File: src/rtl/pmod_i2s2_codec.sv
// Stereo I2S / left-justified master for the Pmod I2S2: derives MCLK/SCLK/LRCK from one
// free-running counter, serialises a held stereo pair to the DAC and captures one from the ADC.
module pmod_i2s2_codec #(
    parameter int CLK_DIV_LOG2 = 1,
    parameter int SAMPLE_WIDTH = 24,
    parameter int MODE         = 0
) (
    input  logic                    clk,
    input  logic                    reset,
    input  logic                    enable,
    input  logic [SAMPLE_WIDTH-1:0] tx_left,
    input  logic [SAMPLE_WIDTH-1:0] tx_right,
    input  logic                    tx_valid,
    output logic                    tx_ready,
    output logic                    tx_underrun,
    output logic [SAMPLE_WIDTH-1:0] rx_left,
    output logic [SAMPLE_WIDTH-1:0] rx_right,
    output logic                    rx_valid,
    output logic                    lineout_mclk,
    output logic                    lineout_lrck,
    output logic                    lineout_sclk,
    output logic                    lineout_sdout,
    output logic                    linein_mclk,
    output logic                    linein_lrck,
    output logic                    linein_sclk,
    input  logic                    linein_sdin
);

    localparam int D  = CLK_DIV_LOG2;
    localparam int SW = SAMPLE_WIDTH;
    localparam int CW = D + 8;
    localparam logic [D+1:0] RISE_PAT = {1'b0, {(D + 1){1'b1}}};

    logic [CW-1:0] cnt_q, cnt_d, cnt_inc;
    logic          hold_full_q, hold_full_d;
    logic [SW-1:0] hold_l_q, hold_l_d, hold_r_q, hold_r_d;
    logic [SW-1:0] shift_l_q, shift_l_d, shift_r_q, shift_r_d;
    logic          sdout_q, sdout_d;
    logic [SW-1:0] shadow_l_q, shadow_l_d, shadow_r_q, shadow_r_d;
    logic [SW-1:0] rx_l_q, rx_l_d, rx_r_q, rx_r_d;
    logic          rx_valid_q, rx_valid_d;
    logic          underrun_q, underrun_d;

    logic          frame_end, fall_ev, rise_ev, handshake, tx_bit;
    logic [SW-1:0] src_l, src_r, nxt_word;
    logic [5:0]    nxt_map, rx_map;

    // Returns {bit_present, bit_index} for slot bit period k.
    function automatic logic [5:0] slot_map(input logic [4:0] k);
        int  ki;
        int  bi;
        logic ok;
        ki = int'(k);
        if (MODE == 1) begin
            bi = SW - 1 - ki;
            ok = (ki < SW);
        end else begin
            bi = SW - ki;
            ok = (ki >= 1) && (ki <= SW);
        end
        if (!ok) bi = 0;
        return {ok, 5'(bi)};
    endfunction

    always_comb begin
        cnt_inc   = cnt_q + CW'(1);
        frame_end = enable && (&cnt_q);
        fall_ev   = enable && (&cnt_q[D+1:0]);
        rise_ev   = enable && (cnt_q[D+1:0] == RISE_PAT);
        handshake = tx_valid && !hold_full_q;

        // At the frame boundary the next bit comes from the pair being loaded, not the old one.
        if (frame_end) begin
            src_l = hold_full_q ? hold_l_q : '0;
            src_r = hold_full_q ? hold_r_q : '0;
        end else begin
            src_l = shift_l_q;
            src_r = shift_r_q;
        end
        nxt_map  = slot_map(cnt_inc[D+6:D+2]);
        nxt_word = cnt_inc[D+7] ? src_r : src_l;
        tx_bit   = 1'b0;
        for (int i = 0; i < SW; i++) begin
            if (nxt_map[5] && (nxt_map[4:0] == 5'(i))) tx_bit = nxt_word[i];
        end
        rx_map = slot_map(cnt_q[D+6:D+2]);
    end

    always_comb begin
        cnt_d       = enable ? cnt_inc : '0;
        hold_full_d = frame_end ? handshake : (hold_full_q || handshake);
        hold_l_d    = handshake ? tx_left  : hold_l_q;
        hold_r_d    = handshake ? tx_right : hold_r_q;
        shift_l_d   = shift_l_q;
        shift_r_d   = shift_r_q;
        sdout_d     = sdout_q;
        shadow_l_d  = shadow_l_q;
        shadow_r_d  = shadow_r_q;
        rx_l_d      = frame_end ? shadow_l_q : rx_l_q;
        rx_r_d      = frame_end ? shadow_r_q : rx_r_q;
        rx_valid_d  = frame_end;
        underrun_d  = frame_end && !hold_full_q;

        if (!enable) begin
            shift_l_d = '0;
            shift_r_d = '0;
            sdout_d   = 1'b0;
        end else begin
            if (frame_end) begin
                shift_l_d = src_l;
                shift_r_d = src_r;
            end
            if (fall_ev) sdout_d = tx_bit;
        end

        for (int i = 0; i < SW; i++) begin
            if (rise_ev && rx_map[5] && (rx_map[4:0] == 5'(i))) begin
                if (cnt_q[D+7]) shadow_r_d[i] = linein_sdin;
                else            shadow_l_d[i] = linein_sdin;
            end
        end
    end

    always_ff @(posedge clk or posedge reset) begin
        if (reset) begin
            cnt_q       <= '0;
            hold_full_q <= 1'b0;
            hold_l_q    <= '0;
            hold_r_q    <= '0;
            shift_l_q   <= '0;
            shift_r_q   <= '0;
            sdout_q     <= 1'b0;
            shadow_l_q  <= '0;
            shadow_r_q  <= '0;
            rx_l_q      <= '0;
            rx_r_q      <= '0;
            rx_valid_q  <= 1'b0;
            underrun_q  <= 1'b0;
        end else begin
            cnt_q       <= cnt_d;
            hold_full_q <= hold_full_d;
            hold_l_q    <= hold_l_d;
            hold_r_q    <= hold_r_d;
            shift_l_q   <= shift_l_d;
            shift_r_q   <= shift_r_d;
            sdout_q     <= sdout_d;
            shadow_l_q  <= shadow_l_d;
            shadow_r_q  <= shadow_r_d;
            rx_l_q      <= rx_l_d;
            rx_r_q      <= rx_r_d;
            rx_valid_q  <= rx_valid_d;
            underrun_q  <= underrun_d;
        end
    end

    assign tx_ready      = !hold_full_q;
    assign tx_underrun   = underrun_q;
    assign rx_left       = rx_l_q;
    assign rx_right      = rx_r_q;
    assign rx_valid      = rx_valid_q;
    assign lineout_mclk  = cnt_q[D-1];
    assign lineout_sclk  = cnt_q[D+1];
    assign lineout_lrck  = cnt_q[D+7];
    assign lineout_sdout = sdout_q;
    assign linein_mclk   = cnt_q[D-1];
    assign linein_sclk   = cnt_q[D+1];
    assign linein_lrck   = cnt_q[D+7];

endmodule
File: config.mk
export PLATFORM = sky130hd
export DESIGN_NAME = pmod_i2s2_codec
export DESIGN_NICKNAME = d
export VERILOG_FILES = /design/src/rtl/pmod_i2s2_codec.sv
export SDC_FILE = /design/constraint.sdc
export NUM_CORES = 1
export LEC_CHECK = 0
export ABC_AREA = 1
export CAP_MARGIN = 10
export CORE_MARGIN = 8
export CORE_UTILIZATION = 56
export DETAILED_ROUTE_END_ITERATION = 12
export PLACE_DENSITY = 0.77
export SLEW_MARGIN = 40
export SYNTH_ARGS = -nofsm -noshare
export SYNTH_HDL_FRONTEND = slang
export SYNTH_SLANG_ARGS = --single-unit
File: constraint.sdc
create_clock -name clk -period 8.5 [get_ports clk]
set_clock_uncertainty 0.05 [all_clocks]
set_input_delay 1.275 -clock clk [delete_from_list [all_inputs] [get_ports clk]]
set_output_delay 1.275 -clock clk [all_outputs]
set_load 0.01 [all_outputs]
==> out/results.tsv <==
metric	value	unit
outcome	finished, final reports clean	
hold_viol	0	
grt_use_total	21.0	%
seqPwrFrac	48.8	%
seq_area_frac_synth	53.9	%
reg2reg_depth	35	
worst_slew_pin_slew	843	ps
p_int	1.59	mW
crit_type	flop to flop	
r2r_slack	3910	ps
dieArea	21400	µm²
vias_per_cell	5.46	
htreeDepth	1	
stdcell_count	1424	
drtIter0Drc	625	
post_cts_resized	0	
start_util	57.4	%
ctsHoldBuffers	0	
overflow	0	
power_frac_clock	47.9	%
leakage	5.60	nW
cts_buffer_depth	3	
p_total	2.01	mW
final.period_utilization	54.0	%
cts_root_buf	clkbuf_16	
post_cts_buffers	0	
ir_worst_vdd	0.130	mV
cp.arrival	4960	ps
hpwl	15.1	mm
cpPeakStageDelay	480	ps
worstPathMaxFanout	57	
via_count	7772	
endpoint_kind	flop	
max_cap_violations	0	
startpoint_type	flop	
combPwrFrac	3.3	%
max_slew_margin	43.7	%
synthCells	1104	
drive_gt1_share	8.55	%
wl	22.4	mm
grt_setup_unrepaired	false	
drt_pass1_iterations	5	
critPathSlowestCell	dfrtp_1	
antenna_found_initial	0	
synthFlopType	dfrtp_1	
clk_pin_slew	60	ps
setup_tns	0	ps
placedCellCount	1384	
period_minus_slack	4590	ps
cts.sinks	205	
switching_share	20.7	%
nets	1251	
grt_max_degree	132	
final_antenna_net_count	0	
grt_pass1_wl	38.1	mm
ys_types	40	
place.port_buffers	110	
slew_viol_final	0	
post_dp_cell_area	10700	µm²
syn_area	9520	µm²
r2r_end	lineout_sdout$_DFFE_PP0P_	
max_freq	218	MHz
final_area	11500	µm²
die_w	146	µm
numCtsBuffers	22	
hold_slack	371	ps
synthesis.area_per_instance	8.62	µm²
holdPathEnd	tx_underrun$_DFF_PP0_	
finalSetupViolations	0	
grt_pass1_vias	7928	
clk_latency	490	ps
ios	111	
synth_warnings	0	
async_flop_share	100	%
p_switching	415	µW
route.detailed.drc	0	
min_path_type	flop to flop	
antenna_cells	0	
dieHeight	146	µm
timing.rr.start	cnt_q[0]$_DFF_PP0_	
synth_edf_count	0	
worstHoldPathCells	1	
cp.required	8870	ps
worst_path_most_repeated_cell	nand2_1	
core	16600	µm²
p_per_area	175	nW/µm²
tritoncts	yes	
rows	47	
synth_fp_nets	1166	
wl_per_cell	15.8	µm
place.gp.congestion	0.893	
area_growth	20.9	%
hp-start	hold_full_q$_DFF_PP0_	
nFillCells	1329	
ys_ff_latch	205	
Yosys cell counts (2+ instances only):
cell      count  share of area, %
nand2_2       7              0.46
a21oi_1      59               3.1
nor3_1        7              0.37
clkbuf_8      3              0.43
nand3_1      72               3.8
a31oi_1       2              0.13
nand2_1     252               9.9
buf_4         4              0.32
inv_2         3              0.12
o21ai_0      83               4.4
nor2_2        5              0.33
dfrtp_1     205                54
inv_1       132               5.2
nor2_4        7              0.83
o221ai_1     10              0.92
nand3_2       3              0.32
ha_1          9               1.2
a22oi_1       7              0.55
o22ai_1      40               2.6
a221oi_1     10              0.92
nand2_4       7              0.83
clkbuf_1     39               1.5
mux2i_1       4              0.42
buf_1         9              0.36
mux2_2        9               1.1
nor4_1        3              0.20
nor2_1       92               3.6
nand4_1       9              0.59
cells in the final DEF (no fill, tap or decap), types with 10 or more instances in the layout:
cell             count
nand2_1            250
dfrtp_1            205
inv_1              129
clkdlybuf4s50_1    110
nor2_1              92
o21ai_0             83
nand3_1             72
a21oi_1             59
o22ai_1             40
clkbuf_16           23
a221oi_1            10
o221ai_1            10
power by group through the flow:
stage	sequential, mW	combinational, mW	clock (mW)
final	0.980	0.0656	0.963
after global routing	0.980	0.0736	1.02
after CTS	0.980	0.0657	0.980
after detailed placement	0.998	0.0656	0
after global placement	0.998	0.0651	0
after floorplan	0.998	0.0302	0
sequential cells by signal (all words and copies together), names as in the netlist, 9 cells and up:
name and flops:
shift_r_q 24, hold_r_q 24, rx_right 24, shadow_r_q 24
shift_l_q 24, cnt_q 9, hold_l_q 24, shadow_l_q 24
rx_left 24
cells by family after synthesis:
family	Yosys count	synth area share, %
DFF	205	53.9
xor gates and xnor gates	2	0.381
adders and majority gates	9	1.18
buffers and inverters	192	8.14
muxes	13	1.49
and+or+nand+nor	467	21.7
AOI/OAI and AO/OA	216	13.2
routing by layer:
metal | vias to the layer above | track usage [%] | share of wire [%]
met5 | - | 0 | 0
met4 | 0 | 8.04 | 2.9
met3 | 51 | 3.83 | 5.6
met2 | 255 | 34.8 | 48
met1 | 3699 | 26.9 | 43
li1 | 3767 | - | -
critical path: cells and delay by family (launching register included):
| family | cells | cell delay [ps] |
|---|---|---|
| adder cells (fa/ha/maj) | 2 | 530 |
| buffers and inverters | 3 | 660 |
| AND/OR/NAND/NOR | 26 | 2150 |
| AO/OA/AOI/OAI | 4 | 600 |
| flip-flops | 1 | 480 |
through the flow:
step | utilization (%) | worst slack (ps)
2_1_floorplan | - | 1580
3_3_place_gp | 64.5 | 3100
3_5_place_dp | 64.7 | 3500
4_1_cts | 69.1 | 3930
5_1_grt | 69.4 | 3350
6_report | 69.4 | 3910
area by class of cell:
| class | count | area (µm²) | share of cell area (%) |
|---|---|---|---|
| repair buffers | 118 | 1180 | 10.3 |
| well taps | 220 | 275 | 2.39 |
| flip-flops and latches | 205 | 5130 | 44.6 |
| clock inverters | 9 | 98.8 | 0.859 |
| inverters | 135 | 522 | 4.54 |
| multi-input cells | 707 | 3650 | 31.7 |
| clock buffers | 30 | 642 | 5.58 |
how the worst max path moves through the flow:
stage | from | cells after the start | to
after floorplan | reset | 1 | cnt_q[0]$_DFF_PP0_
after global placement | enable | 28 | lineout_sdout$_DFFE_PP0P_
after detailed placement | enable | 31 | lineout_sdout$_DFFE_PP0P_
after CTS | cnt_q[0]$_DFF_PP0_ | 35 | lineout_sdout$_DFFE_PP0P_
after global routing | cnt_q[0]$_DFF_PP0_ | 35 | lineout_sdout$_DFFE_PP0P_
final | cnt_q[0]$_DFF_PP0_ | 35 | lineout_sdout$_DFFE_PP0P_
(Power assumes the default switching activity.)
